[src/rtl/add_seq_ctrl.sv]
// Two-requester round-robin adder front end. One shared 4-bit ripple-carry
// slice processes the operands one nibble per cycle, LSB nibble first.
module add_seq_ctrl #(
  parameter int NIBBLES = 4
) (
  input  logic                 clk,
  input  logic                 rst_n,
  input  logic                 req0_valid,
  output logic                 req0_ready,
  input  logic [4*NIBBLES-1:0] req0_a,
  input  logic [4*NIBBLES-1:0] req0_b,
  input  logic                 req0_cin,
  input  logic                 req1_valid,
  output logic                 req1_ready,
  input  logic [4*NIBBLES-1:0] req1_a,
  input  logic [4*NIBBLES-1:0] req1_b,
  input  logic                 req1_cin,
  output logic                 rsp_valid,
  input  logic                 rsp_ready,
  output logic                 rsp_id,
  output logic [4*NIBBLES-1:0] rsp_sum,
  output logic                 rsp_cout
);
  localparam int W  = 4 * NIBBLES;
  localparam int CW = (NIBBLES > 1) ? $clog2(NIBBLES) : 1;
  localparam logic [CW-1:0] LAST_CNT = CW'(NIBBLES - 1);

  typedef enum logic [1:0] {IDLE = 2'd0, ADD = 2'd1, DONE = 2'd2} state_t;

  state_t          state_r, state_nxt_s;
  logic [W-1:0]    a_r, b_r;
  logic            carry_r;
  logic [CW-1:0]   cnt_r;
  logic            last_r;
  logic            grant_vld_s, grant_id_s, accept_s;
  logic [CW+1:0]   idx_s;
  logic [4:0]      slice_s;

  function automatic logic [4:0] ripple_add4(input logic [3:0] a, input logic [3:0] b,
                                             input logic cin);
    logic [3:0] s;
    logic       c;
    c = cin;
    for (int i = 0; i < 4; i++) begin
      s[i] = a[i] ^ b[i] ^ c;
      c    = (a[i] & b[i]) | (c & (a[i] ^ b[i]));
    end
    return {c, s};
  endfunction

  // Round-robin pick: on contention the requester not granted last wins.
  always_comb begin
    grant_vld_s = 1'b0;
    grant_id_s  = 1'b0;
    if (req0_valid && req1_valid) begin
      grant_vld_s = 1'b1;
      grant_id_s  = ~last_r;
    end else if (req0_valid) begin
      grant_vld_s = 1'b1;
      grant_id_s  = 1'b0;
    end else if (req1_valid) begin
      grant_vld_s = 1'b1;
      grant_id_s  = 1'b1;
    end else begin
      grant_vld_s = 1'b0;
      grant_id_s  = 1'b0;
    end
  end

  // rst_n gating keeps both readies low for the whole reset pulse.
  assign accept_s   = rst_n && (state_r == IDLE) && grant_vld_s;
  assign req0_ready = accept_s && !grant_id_s;
  assign req1_ready = accept_s && grant_id_s;

  assign idx_s   = {cnt_r, 2'b00};
  assign slice_s = ripple_add4(a_r[idx_s +: 4], b_r[idx_s +: 4], carry_r);

  // State register.
  always_ff @(posedge clk or negedge rst_n) begin
    if (!rst_n) begin
      state_r <= IDLE;
    end else begin
      state_r <= state_nxt_s;
    end
  end

  // Next-state logic.
  always_comb begin
    state_nxt_s = state_r;
    case (state_r)
      IDLE: begin
        if (accept_s) state_nxt_s = ADD;
        else          state_nxt_s = IDLE;
      end
      ADD: begin
        if (cnt_r == LAST_CNT) state_nxt_s = DONE;
        else                   state_nxt_s = ADD;
      end
      DONE: begin
        if (rsp_ready) state_nxt_s = IDLE;
        else           state_nxt_s = DONE;
      end
      default: state_nxt_s = IDLE;
    endcase
  end

  // Operand capture, nibble-serial accumulation and response registers.
  always_ff @(posedge clk or negedge rst_n) begin
    if (!rst_n) begin
      a_r       <= {W{1'b0}};
      b_r       <= {W{1'b0}};
      carry_r   <= 1'b0;
      cnt_r     <= {CW{1'b0}};
      last_r    <= 1'b1;
      rsp_valid <= 1'b0;
      rsp_id    <= 1'b0;
      rsp_sum   <= {W{1'b0}};
      rsp_cout  <= 1'b0;
    end else begin
      case (state_r)
        IDLE: begin
          if (accept_s) begin
            a_r     <= grant_id_s ? req1_a : req0_a;
            b_r     <= grant_id_s ? req1_b : req0_b;
            carry_r <= grant_id_s ? req1_cin : req0_cin;
            cnt_r   <= {CW{1'b0}};
            rsp_id  <= grant_id_s;
            last_r  <= grant_id_s;
          end
        end
        ADD: begin
          rsp_sum[idx_s +: 4] <= slice_s[3:0];
          carry_r             <= slice_s[4];
          if (cnt_r == LAST_CNT) begin
            cnt_r     <= {CW{1'b0}};
            rsp_cout  <= slice_s[4];
            rsp_valid <= 1'b1;
          end else begin
            cnt_r <= cnt_r + {{(CW-1){1'b0}}, 1'b1};
          end
        end
        DONE: begin
          if (rsp_ready) rsp_valid <= 1'b0;
        end
        default: rsp_valid <= 1'b0;
      endcase
    end
  end
endmodule

[config.mk]
export PLATFORM = sky130hd
export DESIGN_NAME = add_seq_ctrl
export DESIGN_NICKNAME = d
export VERILOG_FILES = /design/src/rtl/add_seq_ctrl.sv
export SDC_FILE = /design/constraint.sdc
export NUM_CORES = 1
export LEC_CHECK = 0
export BUFFER_PORTS_ARGS = -buffer_cell sky130_fd_sc_hd__buf_2
export CAP_MARGIN = 20
export CORE_ASPECT_RATIO = 0.75
export CORE_MARGIN = 2
export CORE_UTILIZATION = 46
export CTS_CLUSTER_DIAMETER = 150
export CTS_CLUSTER_SIZE = 14
export DETAILED_ROUTE_END_ITERATION = 12
export GPL_ROUTABILITY_DRIVEN = 1
export PLACE_DENSITY = 0.88
export SYNTH_ARGS = -nofsm -noshare
export SYNTH_HDL_FRONTEND = slang
export SYNTH_SLANG_ARGS = --single-unit
[constraint.sdc]
create_clock -name clk -period 2.7 [get_ports clk]
set_input_delay 0.54 -clock clk [delete_from_list [all_inputs] [get_ports clk]]
set_output_delay 0.54 -clock clk [all_outputs]
set_load 0.01 [all_outputs]
==> out/results.ini <==
[global_routing]
vias_in_the_first_global_route = 2431
maximum_number_of_pins_on_one_net_before_global_route_repair = 46
grt_antenna_before_repair = 0
global_route_wire_length_before_repair_um = 12500
grt_overflow_total = 0
global_route.usage.total_pct = 23.0

[placed_design]
dp_cells = 440
hpwlAfterDp_um = 5770
gp_congestion = 0.881
count_of_port_buffers_added_during_placement = 91
placedInstanceArea_um2 = 3500

[logic_synthesis]
synth_sequential_area_ratio_pct = 47.5
synth_cells = 281
postSynth.topFlopCell = dfrtp_1
postSynthNetCount = 362
async_reset_ff_share_pct = 100
avgSynthCellArea_um2 = 10.7
synthDistinctLibCells = 36
synth.top_cells.by_area = dfrtp_1 47%, a221o_2 7.1%, nand2_1 6.6%
synth_seq_cells = 57
synthesis.yosys.warnings = 0
syn-cell-area_um2 = 3000
synth_area_leader_cell = dfrtp_1
area_share_of_the_leading_cell_type_in_the_synthesized_netlist_pct = 46.7
synth_edf_count = 0

[timing]
fmaxAchievable_ghz = 0.361
finalHoldViolCount = 0
report.final.setup_viol = 3
grt_setup_unrepaired = yes
worst_slew_pin_slew_ps = 565
skew_ps = 12.1
postLayoutSetupSlackWorst_ps = -73.5
timing.final.crit_period_ps = 2770
final_worst_path_cycle_share_pct = 103
final-max-slew-violation-count = 0
final.setup.tns_ps = -169
slew_headroom_pct = 62.3
hold_slack_final_ps = 105

[finish]
combined_flip_flop_and_latch_cell_area_um2 = 1430
antenna_cells_inserted = 0
final_util_pct = 59.1
design_area_um2 = 3740
nNetsFinal = 453
fillers = 521
instances_no_fill = 458
drive_above_1_share_pct = 41.6
combined_area_of_the_multi_input_logic_cells_um2 = 1400
p_r_area_growth_vs_syn_pct = 24.4

[outcome]
violations = setup timing
run_status = finished with violations

[power_and_ir_drop]
intPower_mw = 2.73
p_switching_mw = 1.74
ir_drop_mv = 0.493
power_leakage_nw = 1.80
seqPwrFrac_pct = 33.8
power_density_nw_per_um2 = 1200
power_frac_clock_pct = 19.4
power.switching_fraction_pct = 38.9
comb_power_share_pct = 46.8

[critical_path]
critical_path.slowest_cell = mux4_2
worst_ep_arrival_time_ps = 3040
setup.worst_path.end_class = register
rr_worst_depth = 10
crit_required_ps = 2960
crit_path_max_incr_delay_ps = 520
crit_type = register to register
worst_r2r_startpoint = cnt_r[0]
crit_path_frequent_cell = fa_1
timing.reg2reg.setup_slack_ps = -70
cell_breakdown_of_the_critical_path = mux4_2 > inv_2 > fa_1 > fa_1 > inv_2 > fa_2 > fa_1 > buf_4 > nand3b_1 > o31ai_1
worstReg2RegEnd = rsp_sum[11]
worst_setup_path_start_kind = register
timing.critical_path.fanout_max = 4

[clock_tree]
clock_path_buffers = 2
hold_buffers = 0
clock_latency_late_sink_ps = 350
number_of_buffers_created_by_cts = 9
clock_sinks = 57
cts.root.buffer_cell = clkbuf_8
clkTransAtPathRegs_ps = 70
cts_htree_levels = 3
tritoncts = yes

[drt]
detailed_route_iter0_violations = 198
routed_vias = 2624
drt-wirelength-per-cell_um = 17.6
routed_wl_um = 8080
antenna_left = 0
mean_number_of_vias_per_cell = 5.73
drc = 0
firstDrtPassIters = 5

[floorplanning]
dieArea_um2 = 7200
io-pin-count = 92
die-height_um = 74.0
std_cell_rows = 25
design.core.area_um2 = 6320
die_width_um = 97.3
start_util_pct = 47.5

[run]
cap_violations = 0

[hold_path]
hold_class = primary input to asynchronous set/reset pin

[synthesized netlist by cell type, types with 2 or more instances]
| library cell | n |
|---|---|
| ha_1 | 6 |
| mux4_2 | 8 |
| o21ai_0 | 16 |
| a221o_1 | 13 |
| nand2_1 | 53 |
| buf_2 | 8 |
| nor2_1 | 3 |
| nand4_1 | 2 |
| nand2b_1 | 2 |
| o31ai_1 | 3 |
| nor3_1 | 33 |
| o21a_1 | 2 |
| buf_6 | 2 |
| or4_1 | 3 |
| clkbuf_1 | 10 |
| nand3b_1 | 6 |
| fa_1 | 4 |
| dfrtp_1 | 56 |
| inv_1 | 13 |
| a221o_2 | 19 |
| buf_8 | 3 |
| nor2b_1 | 2 |
[cells by family (layout without fill, tap and decap cells)]
logic type / count (synthesis) / count (layout) / synth area share, %
mux: 9 / 9 / 6.37
flops: 57 / 57 / 47.5
fa+ha+maj: 10 / 10 / 5.17
simple gates: 110 / 110 / 17.7
compound gates: 59 / 59 / 16.8
buf+inv: 36 / 132 / 6.46
[area by class of cell]
| cell class | instances | area share [%] |
|---|---|---|
| Inverter | 13 | 1.31 |
| Timing Repair Buffer | 103 | 14.8 |
| Clock buffer | 9 | 3.32 |
| Clock inverter | 7 | 2.28 |
| Sequential cell | 57 | 38.2 |
| Tap cell | 81 | 2.71 |
| Multi-Input combinational cell | 188 | 37.3 |
[critical path, delay by kind of cell, from the launching register on]
kind,cells,cell delay [ps]
DFF,1,420
buffers and inverters,3,240
AOI/OAI and AO/OA,1,210
muxes,1,520
adders and majority gates,4,1210
and+or+nand+nor,1,90
[per-stage QoR]
step / worst slack [ps] / total power, mW
after CTS: -72.9 / 4.35
after global routing: -176 / 4.71
final: -73.5 / 4.47
after floorplan: 2.88 / 2.85
after global placement: -1.99 / 3.34
after detailed placement: -114 / 3.45
[power groups by stage]
stage	combinational (mW)	sequential [mW]	clock (mW)
final	2.09	1.51	0.867
after global routing	2.26	1.55	0.904
after detailed placement	1.94	1.51	0
after global placement	1.85	1.49	0
after floorplan	1.40	1.44	0
after CTS	1.98	1.50	0.872
[per-layer routing]
| metal | share of wire [%] | up-vias | global-route usage, % |
|---|---|---|---|
| met5 | 0 | - | 0 |
| met4 | 2.3 | 0 | 9.41 |
| met1 | 43 | 1233 | 30.7 |
| met3 | 8.6 | 22 | 7.80 |
| li1 | - | 1219 | - |
| met2 | 46 | 150 | 35.3 |
[state kept, by name (all words and copies together) (netlist names)]
name / count
rsp_cout: 1
a_r: 16
cnt_r: 2
rsp_valid: 1
rsp_id: 1
carry_r: 1
last_r: 1
rsp_sum: 16
state_r: 2
b_r: 16
[timing repair]
item	CTS	global route
pin swaps	3	3
gates resized for setup	4	2
setup buffers	0	2
setup endpoints to repair	4	5
gates cloned	0	0
[worst max path at each step]
stage              from     endpoint  slack (ps)  cells past startpoint
6_report       cnt_r[0]  rsp_sum[11]         -70                     10
5_1_grt        cnt_r[0]  rsp_sum[15]        -180                      9
4_1_cts        cnt_r[0]   rsp_sum[7]         -70                      9
3_5_place_dp   cnt_r[0]   rsp_sum[7]        -110                      9
3_3_place_gp   cnt_r[0]   rsp_sum[7]          -2                      9
2_1_floorplan  cnt_r[0]   rsp_sum[7]           3                      9
[layout by cell type, fill, tap and decap left out, types with 3 or more instances in the layout]
| cell type | instances |
|---|---|
| buf_2 | 91 |
| buf_4 | 10 |
| nor2_1 | 3 |
| inv_1 | 11 |
| mux4_2 | 8 |
| a221o_2 | 19 |
| nand3b_1 | 6 |
| clkbuf_8 | 9 |
| clkinv_2 | 5 |
| nor3_1 | 33 |
| or4_1 | 3 |
| dfrtp_1 | 55 |
| ha_1 | 6 |
| o21ai_0 | 16 |
| nand2_1 | 53 |
| fa_1 | 3 |
| a221o_1 | 13 |
(Power assumes the default switching activity.)
